File: src/rtl/adc_sclk_gen_if.sv
// Control/status bundle between the ADC capture controller and adc_sclk_gen.
// master drives the configuration and measurements; slave is the generator.
interface adc_sclk_gen_if #(
  parameter int FREQ_W = 19,
  parameter int SPP_W  = 8,
  parameter int DIV_W  = 24
);
  logic [FREQ_W-1:0] freq_in;
  logic              freq_valid;
  logic [SPP_W-1:0]  spp;
  logic [1:0]        mode;
  logic [DIV_W-1:0]  fixed_div;
  logic              enable;
  logic              sclk;
  logic              sample_stb;
  logic [DIV_W-1:0]  cur_div;
  logic              busy;
  logic              div_err;

  modport master (
    output freq_in, freq_valid, spp, mode, fixed_div, enable,
    input  sclk, sample_stb, cur_div, busy, div_err
  );

  modport slave (
    input  freq_in, freq_valid, spp, mode, fixed_div, enable,
    output sclk, sample_stb, cur_div, busy, div_err
  );
endinterface

File: src/rtl/adc_sclk_gen.sv
// Adaptive ADC sample-clock generator: divider = CLK_HZ/(freq*spp) from a
// multi-cycle restoring divider, applied to a near-50% duty clock at period wraps.
module adc_sclk_gen #(
  parameter int CLK_HZ   = 100000000,
  parameter int FREQ_W   = 19,
  parameter int SPP_W    = 8,
  parameter int DIV_W    = 24,
  parameter int DIV_MIN  = 4,
  parameter int DIV_MAX  = 16777215,
  parameter int DIV_INIT = 100
) (
  input  logic         clk_freq,
  input  logic         rstn,
  adc_sclk_gen_if.slave bus
);

  localparam int               PROD_W     = FREQ_W + SPP_W;
  localparam logic [31:0]      CLK_HZ_V   = 32'(CLK_HZ);
  localparam logic [31:0]      DIV_MIN_V  = 32'(DIV_MIN);
  localparam logic [31:0]      DIV_MAX_V  = 32'(DIV_MAX);
  localparam logic [DIV_W-1:0] DIV_INIT_V = DIV_W'(DIV_INIT);
  localparam logic [DIV_W-1:0] ONE_D      = DIV_W'(1);
  localparam logic [1:0]       MODE_ADAPT = 2'b00;
  localparam logic [1:0]       MODE_FIXED = 2'b01;

  typedef enum logic [1:0] {
    ST_IDLE  = 2'd0,
    ST_MUL   = 2'd1,
    ST_DIV   = 2'd2,
    ST_CLAMP = 2'd3
  } state_t;

  function automatic logic range_err(input logic [31:0] q);
    return (q < DIV_MIN_V) || (q > DIV_MAX_V);
  endfunction

  function automatic logic [DIV_W-1:0] clamp_div(input logic [31:0] q);
    logic [DIV_W-1:0] res;
    if (q < DIV_MIN_V) begin
      res = DIV_MIN_V[DIV_W-1:0];
    end else if (q > DIV_MAX_V) begin
      res = DIV_MAX_V[DIV_W-1:0];
    end else begin
      res = q[DIV_W-1:0];
    end
    return res;
  endfunction

  state_t            r_state;
  state_t            w_state_nxt;
  logic [FREQ_W-1:0] r_freq;
  logic [SPP_W-1:0]  r_spp;
  logic [PROD_W-1:0] r_prod;
  logic [PROD_W-1:0] r_rem;
  logic [31:0]       r_quo;
  logic [4:0]        r_bit;
  logic              r_busy;
  logic              r_div_err;
  logic [DIV_W-1:0]  r_pending_div;
  logic              r_pending_valid;

  logic [DIV_W-1:0]  r_cur_div;
  logic [DIV_W-1:0]  r_cnt;
  logic              r_sclk;
  logic              r_stb;

  logic              w_accept;
  logic [PROD_W-1:0] w_prod;
  logic              w_prod_zero;
  logic [PROD_W:0]   w_trial;
  logic              w_ge;
  logic [PROD_W-1:0] w_diff;
  logic [PROD_W-1:0] w_rem_nxt;

  logic              w_hold;
  logic [DIV_W-1:0]  w_half;
  logic              w_wrap;
  logic              w_boundary;
  logic              w_take_pending;
  logic              w_take_fixed;
  logic              w_pend_set;

  assign w_accept    = (r_state == ST_IDLE) && bus.freq_valid && (bus.mode == MODE_ADAPT);
  assign w_prod      = PROD_W'(r_freq) * PROD_W'(r_spp);
  assign w_prod_zero = (w_prod == {PROD_W{1'b0}});

  // One restoring step: shift in the next numerator bit, subtract if it fits.
  // The subtraction is done modulo 2^PROD_W; when w_ge holds the true result is < r_prod.
  assign w_trial   = {r_rem, CLK_HZ_V[r_bit]};
  assign w_ge      = (w_trial >= {1'b0, r_prod});
  assign w_diff    = w_trial[PROD_W-1:0] - r_prod;
  assign w_rem_nxt = w_ge ? w_diff : w_trial[PROD_W-1:0];

  // Computation FSM state register.
  always_ff @(posedge clk_freq or negedge rstn) begin
    if (!rstn) begin
      r_state <= ST_IDLE;
    end else begin
      r_state <= w_state_nxt;
    end
  end

  // Computation FSM next-state decode.
  always_comb begin
    w_state_nxt = r_state;
    case (r_state)
      ST_IDLE: begin
        if (w_accept) begin
          w_state_nxt = ST_MUL;
        end else begin
          w_state_nxt = ST_IDLE;
        end
      end
      ST_MUL: begin
        if (w_prod_zero) begin
          w_state_nxt = ST_IDLE;
        end else begin
          w_state_nxt = ST_DIV;
        end
      end
      ST_DIV: begin
        if (r_bit == 5'd0) begin
          w_state_nxt = ST_CLAMP;
        end else begin
          w_state_nxt = ST_DIV;
        end
      end
      ST_CLAMP: w_state_nxt = ST_IDLE;
      default:  w_state_nxt = ST_IDLE;
    endcase
  end

  // Operand latch, product, divider datapath and result/error registers.
  always_ff @(posedge clk_freq or negedge rstn) begin
    if (!rstn) begin
      r_freq        <= {FREQ_W{1'b0}};
      r_spp         <= {SPP_W{1'b0}};
      r_prod        <= {PROD_W{1'b0}};
      r_rem         <= {PROD_W{1'b0}};
      r_quo         <= 32'd0;
      r_bit         <= 5'd0;
      r_busy        <= 1'b0;
      r_div_err     <= 1'b0;
      r_pending_div <= DIV_INIT_V;
    end else begin
      case (r_state)
        ST_IDLE: begin
          if (w_accept) begin
            r_freq <= bus.freq_in;
            r_spp  <= bus.spp;
            r_busy <= 1'b1;
          end
        end
        ST_MUL: begin
          r_prod <= w_prod;
          r_rem  <= {PROD_W{1'b0}};
          r_quo  <= 32'd0;
          r_bit  <= 5'd31;
          if (w_prod_zero) begin
            r_div_err <= 1'b1;
            r_busy    <= 1'b0;
          end
        end
        ST_DIV: begin
          r_rem <= w_rem_nxt;
          r_quo <= {r_quo[30:0], w_ge};
          r_bit <= r_bit - 5'd1;
        end
        ST_CLAMP: begin
          r_pending_div <= clamp_div(r_quo);
          r_div_err     <= range_err(r_quo);
          r_busy        <= 1'b0;
        end
        default: r_busy <= 1'b0;
      endcase
    end
  end

  // Divider updates happen only at a wrap while running, so sclk phases never shrink;
  // when disabled the output is parked low and updates take effect immediately.
  assign w_hold         = bus.mode[1];
  assign w_half         = r_cur_div >> 1;
  assign w_wrap         = (r_cnt >= (r_cur_div - ONE_D));
  assign w_boundary     = bus.enable ? w_wrap : 1'b1;
  assign w_take_pending = w_boundary && (bus.mode == MODE_ADAPT) && r_pending_valid;
  assign w_take_fixed   = w_boundary && (bus.mode == MODE_FIXED);
  assign w_pend_set     = (r_state == ST_CLAMP);

  // Period counter, registered sclk/strobe, active divider and pending flag.
  always_ff @(posedge clk_freq or negedge rstn) begin
    if (!rstn) begin
      r_cnt           <= {DIV_W{1'b0}};
      r_sclk          <= 1'b0;
      r_stb           <= 1'b0;
      r_cur_div       <= DIV_INIT_V;
      r_pending_valid <= 1'b0;
    end else begin
      if (bus.enable) begin
        r_sclk <= (r_cnt < w_half);
        r_stb  <= (r_cnt == {DIV_W{1'b0}});
        r_cnt  <= w_wrap ? {DIV_W{1'b0}} : (r_cnt + ONE_D);
      end else begin
        r_sclk <= 1'b0;
        r_stb  <= 1'b0;
        r_cnt  <= {DIV_W{1'b0}};
      end

      if (w_take_fixed) begin
        r_cur_div <= clamp_div(32'(bus.fixed_div));
      end else if (w_take_pending) begin
        r_cur_div <= r_pending_div;
      end else begin
        r_cur_div <= r_cur_div;
      end

      // A fresh result wins over the clear, so one landing on a wrap waits a period.
      if (w_pend_set && !w_hold) begin
        r_pending_valid <= 1'b1;
      end else if (w_take_pending || w_hold) begin
        r_pending_valid <= 1'b0;
      end else begin
        r_pending_valid <= r_pending_valid;
      end
    end
  end

  assign bus.sclk       = r_sclk;
  assign bus.sample_stb = r_stb;
  assign bus.cur_div    = r_cur_div;
  assign bus.busy       = r_busy;
  assign bus.div_err    = r_div_err;

endmodule
File: src/flat_wrapper.sv
// flat-port wrapper written by rule: the top's interface ports become plain ports
module adc_sclk_gen_flat 
#(
  parameter int CLK_HZ   = 100000000,
  parameter int FREQ_W   = 19,
  parameter int SPP_W    = 8,
  parameter int DIV_W    = 24,
  parameter int DIV_MIN  = 4,
  parameter int DIV_MAX  = 16777215,
  parameter int DIV_INIT = 100
)
  (clk_freq, rstn, bus_freq_in, bus_freq_valid, bus_spp, bus_mode, bus_fixed_div, bus_enable, bus_sclk, bus_sample_stb, bus_cur_div, bus_busy, bus_div_err);
  adc_sclk_gen_if #(.FREQ_W(FREQ_W), .SPP_W(SPP_W), .DIV_W(DIV_W)) bus_i ();
  input  logic clk_freq;
  input  logic rstn;
  input wire logic [$bits(bus_i.freq_in)-1:0] bus_freq_in;
  input wire logic [$bits(bus_i.freq_valid)-1:0] bus_freq_valid;
  input wire logic [$bits(bus_i.spp)-1:0] bus_spp;
  input wire logic [$bits(bus_i.mode)-1:0] bus_mode;
  input wire logic [$bits(bus_i.fixed_div)-1:0] bus_fixed_div;
  input wire logic [$bits(bus_i.enable)-1:0] bus_enable;
  output wire logic [$bits(bus_i.sclk)-1:0] bus_sclk;
  output wire logic [$bits(bus_i.sample_stb)-1:0] bus_sample_stb;
  output wire logic [$bits(bus_i.cur_div)-1:0] bus_cur_div;
  output wire logic [$bits(bus_i.busy)-1:0] bus_busy;
  output wire logic [$bits(bus_i.div_err)-1:0] bus_div_err;
  assign bus_i.freq_in = bus_freq_in;
  assign bus_i.freq_valid = bus_freq_valid;
  assign bus_i.spp = bus_spp;
  assign bus_i.mode = bus_mode;
  assign bus_i.fixed_div = bus_fixed_div;
  assign bus_i.enable = bus_enable;
  assign bus_sclk = bus_i.sclk;
  assign bus_sample_stb = bus_i.sample_stb;
  assign bus_cur_div = bus_i.cur_div;
  assign bus_busy = bus_i.busy;
  assign bus_div_err = bus_i.div_err;
  adc_sclk_gen #(.CLK_HZ(CLK_HZ), .FREQ_W(FREQ_W), .SPP_W(SPP_W), .DIV_W(DIV_W), .DIV_MIN(DIV_MIN), .DIV_MAX(DIV_MAX), .DIV_INIT(DIV_INIT)) u_core (.clk_freq(clk_freq), .rstn(rstn), .bus(bus_i));
endmodule
File: config.mk
export PLATFORM = sky130hd
export DESIGN_NAME = adc_sclk_gen_flat
export DESIGN_NICKNAME = d
export VERILOG_FILES = /design/src/rtl/adc_sclk_gen_if.sv /design/src/rtl/adc_sclk_gen.sv /design/src/flat_wrapper.sv
export SDC_FILE = /design/constraint.sdc
export NUM_CORES = 1
export LEC_CHECK = 0
export CAP_MARGIN = 0
export CORE_ASPECT_RATIO = 0.6
export CORE_MARGIN = 2
export CORE_UTILIZATION = 40
export CTS_CLUSTER_DIAMETER = 100
export DETAILED_ROUTE_END_ITERATION = 6
export PLACE_DENSITY = 0.59
export SETUP_SLACK_MARGIN = 0.05
export SYNTH_ARGS = -nofsm -noshare
export SYNTH_HDL_FRONTEND = slang
export SYNTH_SLANG_ARGS = --single-unit
File: constraint.sdc
create_clock -name clk_freq -period 5.85 [get_ports clk_freq]
set_input_delay 0.8775 -clock clk_freq [delete_from_list [all_inputs] [get_ports clk_freq]]
set_output_delay 0.8775 -clock clk_freq [all_outputs]
set_load 0.02 [all_outputs]
# Yosys cells after proc, flatten, opt, wreduce, memory -nomap -nowiden
# Memory sizes are Yosys's and may differ from the RTL's.
# Cells that the tools add are included.
word_totals:
  inputBits: 57
  romBits: 32
  memories: 1
  regBits: 197
op_classes:
  n_eq_ne: 6
  n_mux: 26
  n_addsub: 4
  n_reduce_logical: 22
  multipliers: 1
  n_lt_le_gt_ge: 7
mem_list:
  columns: ["name", "words", "word_bits", "read_ports", "rd_ports_with_merged_regs", "write_ports", "line", "rtl"]
  rows:
  - ["(name not given)", 32, 1, 1, 0, 0, "adc_sclk_gen.sv:89", "assign w_trial = {r_rem, CLK_HZ_V[r_bit]};"]
ops:
  columns: ["cell", "count"]
  rows:
  - ["$mux 24", 7]
  - ["$pmux 32 s2", 1]
  - ["$pmux 27 s2", 1]
  - ["$gt 32x24->1 const B", 1]
  - ["$lt 32x3->1 const B", 1]
  - ["$ge 28x27->1", 1]
  - ["$logic_not 27->1", 1]
  - ["$mul 19x8->27", 1]
  - ["$mux 27", 1]
  - ["$sub 27x27->27", 1]
  - ["$add 24x1->24 const B", 1]
  - ["$ge 24x24->1", 1]
  - ["$logic_not 24->1", 1]
  - ["$lt 24x23->1", 1]
  - ["$lt 24x3->1 const B", 1]
  - ["$sub 24x1->24 const B", 1]
  - ["$mux 1", 11]
  - ["$pmux 5 s2", 1]
  - ["$pmux 2 s4", 1]
  - ["$reduce_bool 2->1", 4]
  - ["$logic_and 1x1->1", 6]
  - ["$lt 5x6->1 const B", 1]
  - ["$logic_not 5->1", 1]
  - ["$sub 5x1->5 const B", 1]
  - ["12 further kinds", 18]

# Logic depth before layout (Yosys ltp)
depth:
  ltp_word: 8
  mapped_depth: 22
  ltp_nobuf: 20

# Worst setup path after synthesis
# No wires, ideal clock.
synth_timing:
  path_kind: "flip-flop to flip-flop"
  startpoint: "register u_core.r_spp[7]"
  endpoint: "register u_core.r_busy, in the netlist u_core.bus.busy"
  arrival_time_ns: 5.517
  stages_incl_launch_ff: 20
  slack_ns: 0.211
  required_time_ns: 5.728
  setup_ns: 0.122
  synth_period_minus_slack_ns: 5.639
  path_cell_list: "dfrtp_1 -> clkbuf_1 -> and2_1 -> fa_1 -> fa_1 -> fa_1 -> inv_1 -> fa_1 -> inv_1 -> ha_1 -> a21o_1 -> a21o_1 -> a22oi_2 -> nand3b_2 -> or4_1 -> and3_1 -> or4_4 -> nor4_4 -> o21ai_1 -> a32o_1"
synth_between:
  elab_chain_cells: 4
synth_lines:
  columns: ["item", "line", "rtl"]
  rows:
  - ["start: declaration", "adc_sclk_gen.sv:52", "logic [SPP_W-1:0] r_spp;"]
  - ["start signal: assignment", "adc_sclk_gen.sv:137", "r_spp <= {SPP_W{1'b0}};"]
  - ["start signal: assignment", "adc_sclk_gen.sv:150", "r_spp <= bus.spp;"]
  - ["$mul 19x8->27", "adc_sclk_gen.sv:84", "assign w_prod = PROD_W'(r_freq) * PROD_W'(r_spp);"]
  - ["$logic_not 27->1", "adc_sclk_gen.sv:85", "assign w_prod_zero = (w_prod == {PROD_W{1'b0}});"]
  - ["$ne 2x1->1 (no source line)", null, null]
  - ["$reduce_and 3->1 (no source line)", null, null]
  - ["end signal: assignment", "adc_sclk_gen.sv:142", "r_busy <= 1'b0;"]
  - ["end signal: assignment", "adc_sclk_gen.sv:151", "r_busy <= 1'b1;"]
  - ["end signal: assignment", "adc_sclk_gen.sv:161", "r_busy <= 1'b0;"]
  - ["end: declaration", "adc_sclk_gen.sv:57", "logic r_busy;"]
# Every way passes these cells.
# A chain may end at the register's enable or synchronous reset.

# Worst setup path in the final report
layout_timing:
  startpoint: "register u_core.r_spp[5]"
  endpoint: "register u_core.r_busy, in the netlist u_core.bus.busy"
# Same word-level chain as after synthesis.

==> results.yml <==
floorplan:
  dieArea_sq_um: 42710
  dieHeight_um: 160.9
  pin_count: 85
  core_area_sq_um: 40440
  initial_utilization_pct: 40.58
  rows: 57
  die_width_um: 265.5
placement:
  place_hpwl_um: 33110
  place_area_sq_um: 18080
  gp_congestion: 0.9370
  portBuffers: 84
  placed_cells: 2390
yosys:
  synth_top_family_by_area: "adder cells"
  yosysWarnings: 0
  synth_adder_area_share_pct: 22.33
  synthMuxAreaShare_pct: 5.727
  synth-edff-count: 0
  seq_area_frac_synth_pct: 30.09
  synth_area_sq_um: 16410
  synth_compound_area_share_pct: 12.65
  postSynth.asyncResetShare_pct: 100.0
  avgSynthCellArea_sq_um: 9.141
  synth_nets: 2083
  synth-seq-cells: 197
  synth_cells: 1795
  synthSimpleGateAreaFrac_pct: 17.79
  ys_types: 74
  synth_ff_type: "dfrtp_1"
  synth_xor_area_share_pct: 4.369
timing:
  hold_violations: 0
  fmax_ghz: 0.1772
  fin_crit_sh_pct: 96.49
  worst_slew_pin_slew_ns: 1.003
  min_period_ns: 5.645
  fin_skew_ns: 0.01684
  maxSlewHeadroom_pct: 31.39
  maxSlewViolCount: 0
  whs_ns: 0.4847
  setup_viol: 0
hold_path:
  hold_path.class: "reg -> reg"
  holdCritStartpoint: "u_core.r_pending_div[5]"
clocking:
  clkLatencyLatePin_ns: 0.46
  clock_path_buffers: 2
  cts_root_buf: "clkbuf_16"
  ctsHoldBuffers: 0
  cts_inserted_buffers: 17
  cts.sink_count: 197
  ctsHtreeMaxLevel: 4
  cts_tree: "built"
  clk_pin_slew_ns: 0.08
detailed_routing:
  drc: 0
  final_antenna_net_count: 0
  dr.max_layer_used: "met4"
  dr.pass1.iters: 5
  vias_per_cell: 5.412
  wl_met3_um: 2455
  dr_wl_met2_um: 16850
  wirelength_um: 43460
  vias: 13280
  wl_met1_um: 23840
  drt_iter0_markers: 1071
  wl_per_cell_um: 17.72
job:
  maxCapViolCount: 0
run_status:
  status: "finished clean"
global_routing:
  antenna_found_initial: 1
  grt_max_degree: 115
  grt_first_pass_wirelength_um: 69830
  grt_pass1_vias: 12710
  grt_usage_pct: 20.60
  grt-ovfl-total: 0
finish:
  area_growth_pct: 18.19
  fin_nets: 2196
  final_cells: 2453
  final_area_sq_um: 19390
  drive_above_1_share_pct: 14.63
  n_fill_cell: 3772
critical_path:
  cp-start-kind: "flip-flop"
  cp_max_fo: 8
  crit_path_end_kind: "flip-flop"
  cp.arrival_ns: 6.00
  critPathLaunch: "u_core.r_spp[5]"
  r2r-start: "u_core.r_spp[5]"
  path_class: "reg -> reg"
  required_ns: 6.20
-- routing by layer --
metal,vias to the layer above,GRT usage (%)
met1,6658,34.61
met3,22,3.987
met2,303,26.63
met4,0,3.364
li1,6293,-
met5,-,0
-- area by class of cell --
class / count / area [sq um] / share of cell area [%]
multi-input combinational: 1293 / 10730 / 55.34
sequential: 197 / 4959 / 25.57
timing repair buffer: 167 / 1529 / 7.884
inverter: 232 / 870.8 / 4.490
tap: 531 / 664.4 / 3.426
clock buffer: 18 / 439.2 / 2.265
clock inverter: 14 / 197.7 / 1.019
antenna: 1 / 2.502 / 0.01290
-- cell families after synthesis --
| logic type | count (synthesis) |
|---|---|
| simple gates | 572 |
| compound gates | 323 |
| buf+inv | 305 |
| fa+ha+maj | 231 |
| flops | 197 |
| mux | 86 |
| xor+xnor | 81 |
-- worst max-delay path: stages, from the launching register on --
cell      delay [ns]
dfrtp_2         0.47
and2_4          0.19
fa_1            0.51
fa_1            0.52
fa_1            0.49
inv_1           0.05
fa_1            0.47
inv_1           0.04
ha_1            0.28
a21o_1          0.20
a21o_1          0.17
a22oi_2         0.23
nand3b_4        0.12
or4_4           0.51
and3_4          0.17
or4_4           0.54
nor4_4          0.24
o21ai_1         0.12
a32o_1          0.21
-- cells in the final DEF (no fill, tap or decap), types with 48 or more instances in the layout --
cell / synthesis / layout
a21oi_1: 81 / 74
and2_1: 116 / 111
buf_4: 0 / 72
clkdlybuf4s50_1: 0 / 83
dfrtp_1: 191 / 174
fa_1: 103 / 97
ha_1: 128 / 114
inv_1: 230 / 229
mux2_2: 63 / 63
nand2_1: 115 / 107
nand3_1: 59 / 59
nor2_1: 133 / 131
o21ai_0: 84 / 82
xnor2_1: 49 / 48
-- Yosys cell counts, types with 8 or more instances --
| master | instances | share of area [%] |
|---|---|---|
| xor2_1 | 31 | 1.7 |
| nor3_1 | 27 | 0.82 |
| xnor2_1 | 49 | 2.6 |
| a21oi_1 | 81 | 2.5 |
| o31ai_1 | 8 | 0.37 |
| fa_1 | 103 | 13 |
| mux2_2 | 63 | 4.3 |
| o2bb2ai_1 | 29 | 1.5 |
| nor4_1 | 24 | 0.92 |
| and3_1 | 15 | 0.57 |
| nand2b_1 | 18 | 0.69 |
| inv_1 | 230 | 5.3 |
| a31oi_1 | 9 | 0.34 |
| nor2b_1 | 15 | 0.57 |
| ha_1 | 128 | 9.8 |
| nand3_1 | 59 | 1.8 |
| nand4_1 | 25 | 0.95 |
| o21ai_0 | 84 | 2.6 |
| a21o_1 | 30 | 1.4 |
| nor2_1 | 133 | 3.0 |
| dfrtp_1 | 191 | 29 |
| mux2i_1 | 23 | 1.4 |
| clkbuf_1 | 63 | 1.4 |
| and2_1 | 116 | 4.4 |
| nand2_1 | 115 | 2.6 |
| o21ai_1 | 16 | 0.49 |
-- through the flow --
stage	setup WS [ns]	TNS, ns	utilization [%]
final	0.2051	0	47.96
after global routing	-0.03474	-0.04605	47.95
after CTS	0.05298	0	46.73
after detailed placement	-0.07316	-0.1212	44.70
after global placement	0.01901	0	44.70
after floorplan	0.2112	0	-
-- final timing paths --
check | endpoint | slack, ns | depth (start not counted)
worst max-delay path | u_core.bus.busy | 0.21 | 18
worst min-delay path | u_core.r_pending_div[5] | 0.48 | 1
worst max register to register | u_core.bus.busy | 0.21 | 18
worst min register to register | u_core.r_pending_div[5] | 0.48 | 1
max in group asynchronous | u_core.r_quo[19] | 4.06 | 2
min in group asynchronous | u_core.bus.cur_div[4] | 0.50 | 1
-- flip-flops by register name, summed over array words and instances (netlist names), named ones only --
name / cells
u_core.r_prod: 27
u_core.bus.busy: 1
u_core.bus.div_err: 1
u_core.bus.cur_div: 24
u_core.r_state: 1
u_core.r_bit: 5
u_core.r_freq: 19
u_core.r_spp: 8
u_core.r_cnt: 24
u_core.r_pending_valid: 1
u_core.r_rem: 27
u_core.r_quo: 32
u_core.r_pending_div: 24
u_core.bus.sclk: 1
u_core.bus.sample_stb: 1
-- repair_timing --
item | in CTS | in global routing
buffers inserted | 12 | 17
endpoints found under the setup margin | 2 | 4
pin swaps | 7 | 54
gates resized for setup | 32 | 77
gates cloned | 0 | 1
hold endpoints to repair | 0 | 0
Power is left out: the tool's default activity adds up to more than one toggle a clock period on the data nets, which glitch-free logic cannot reach.
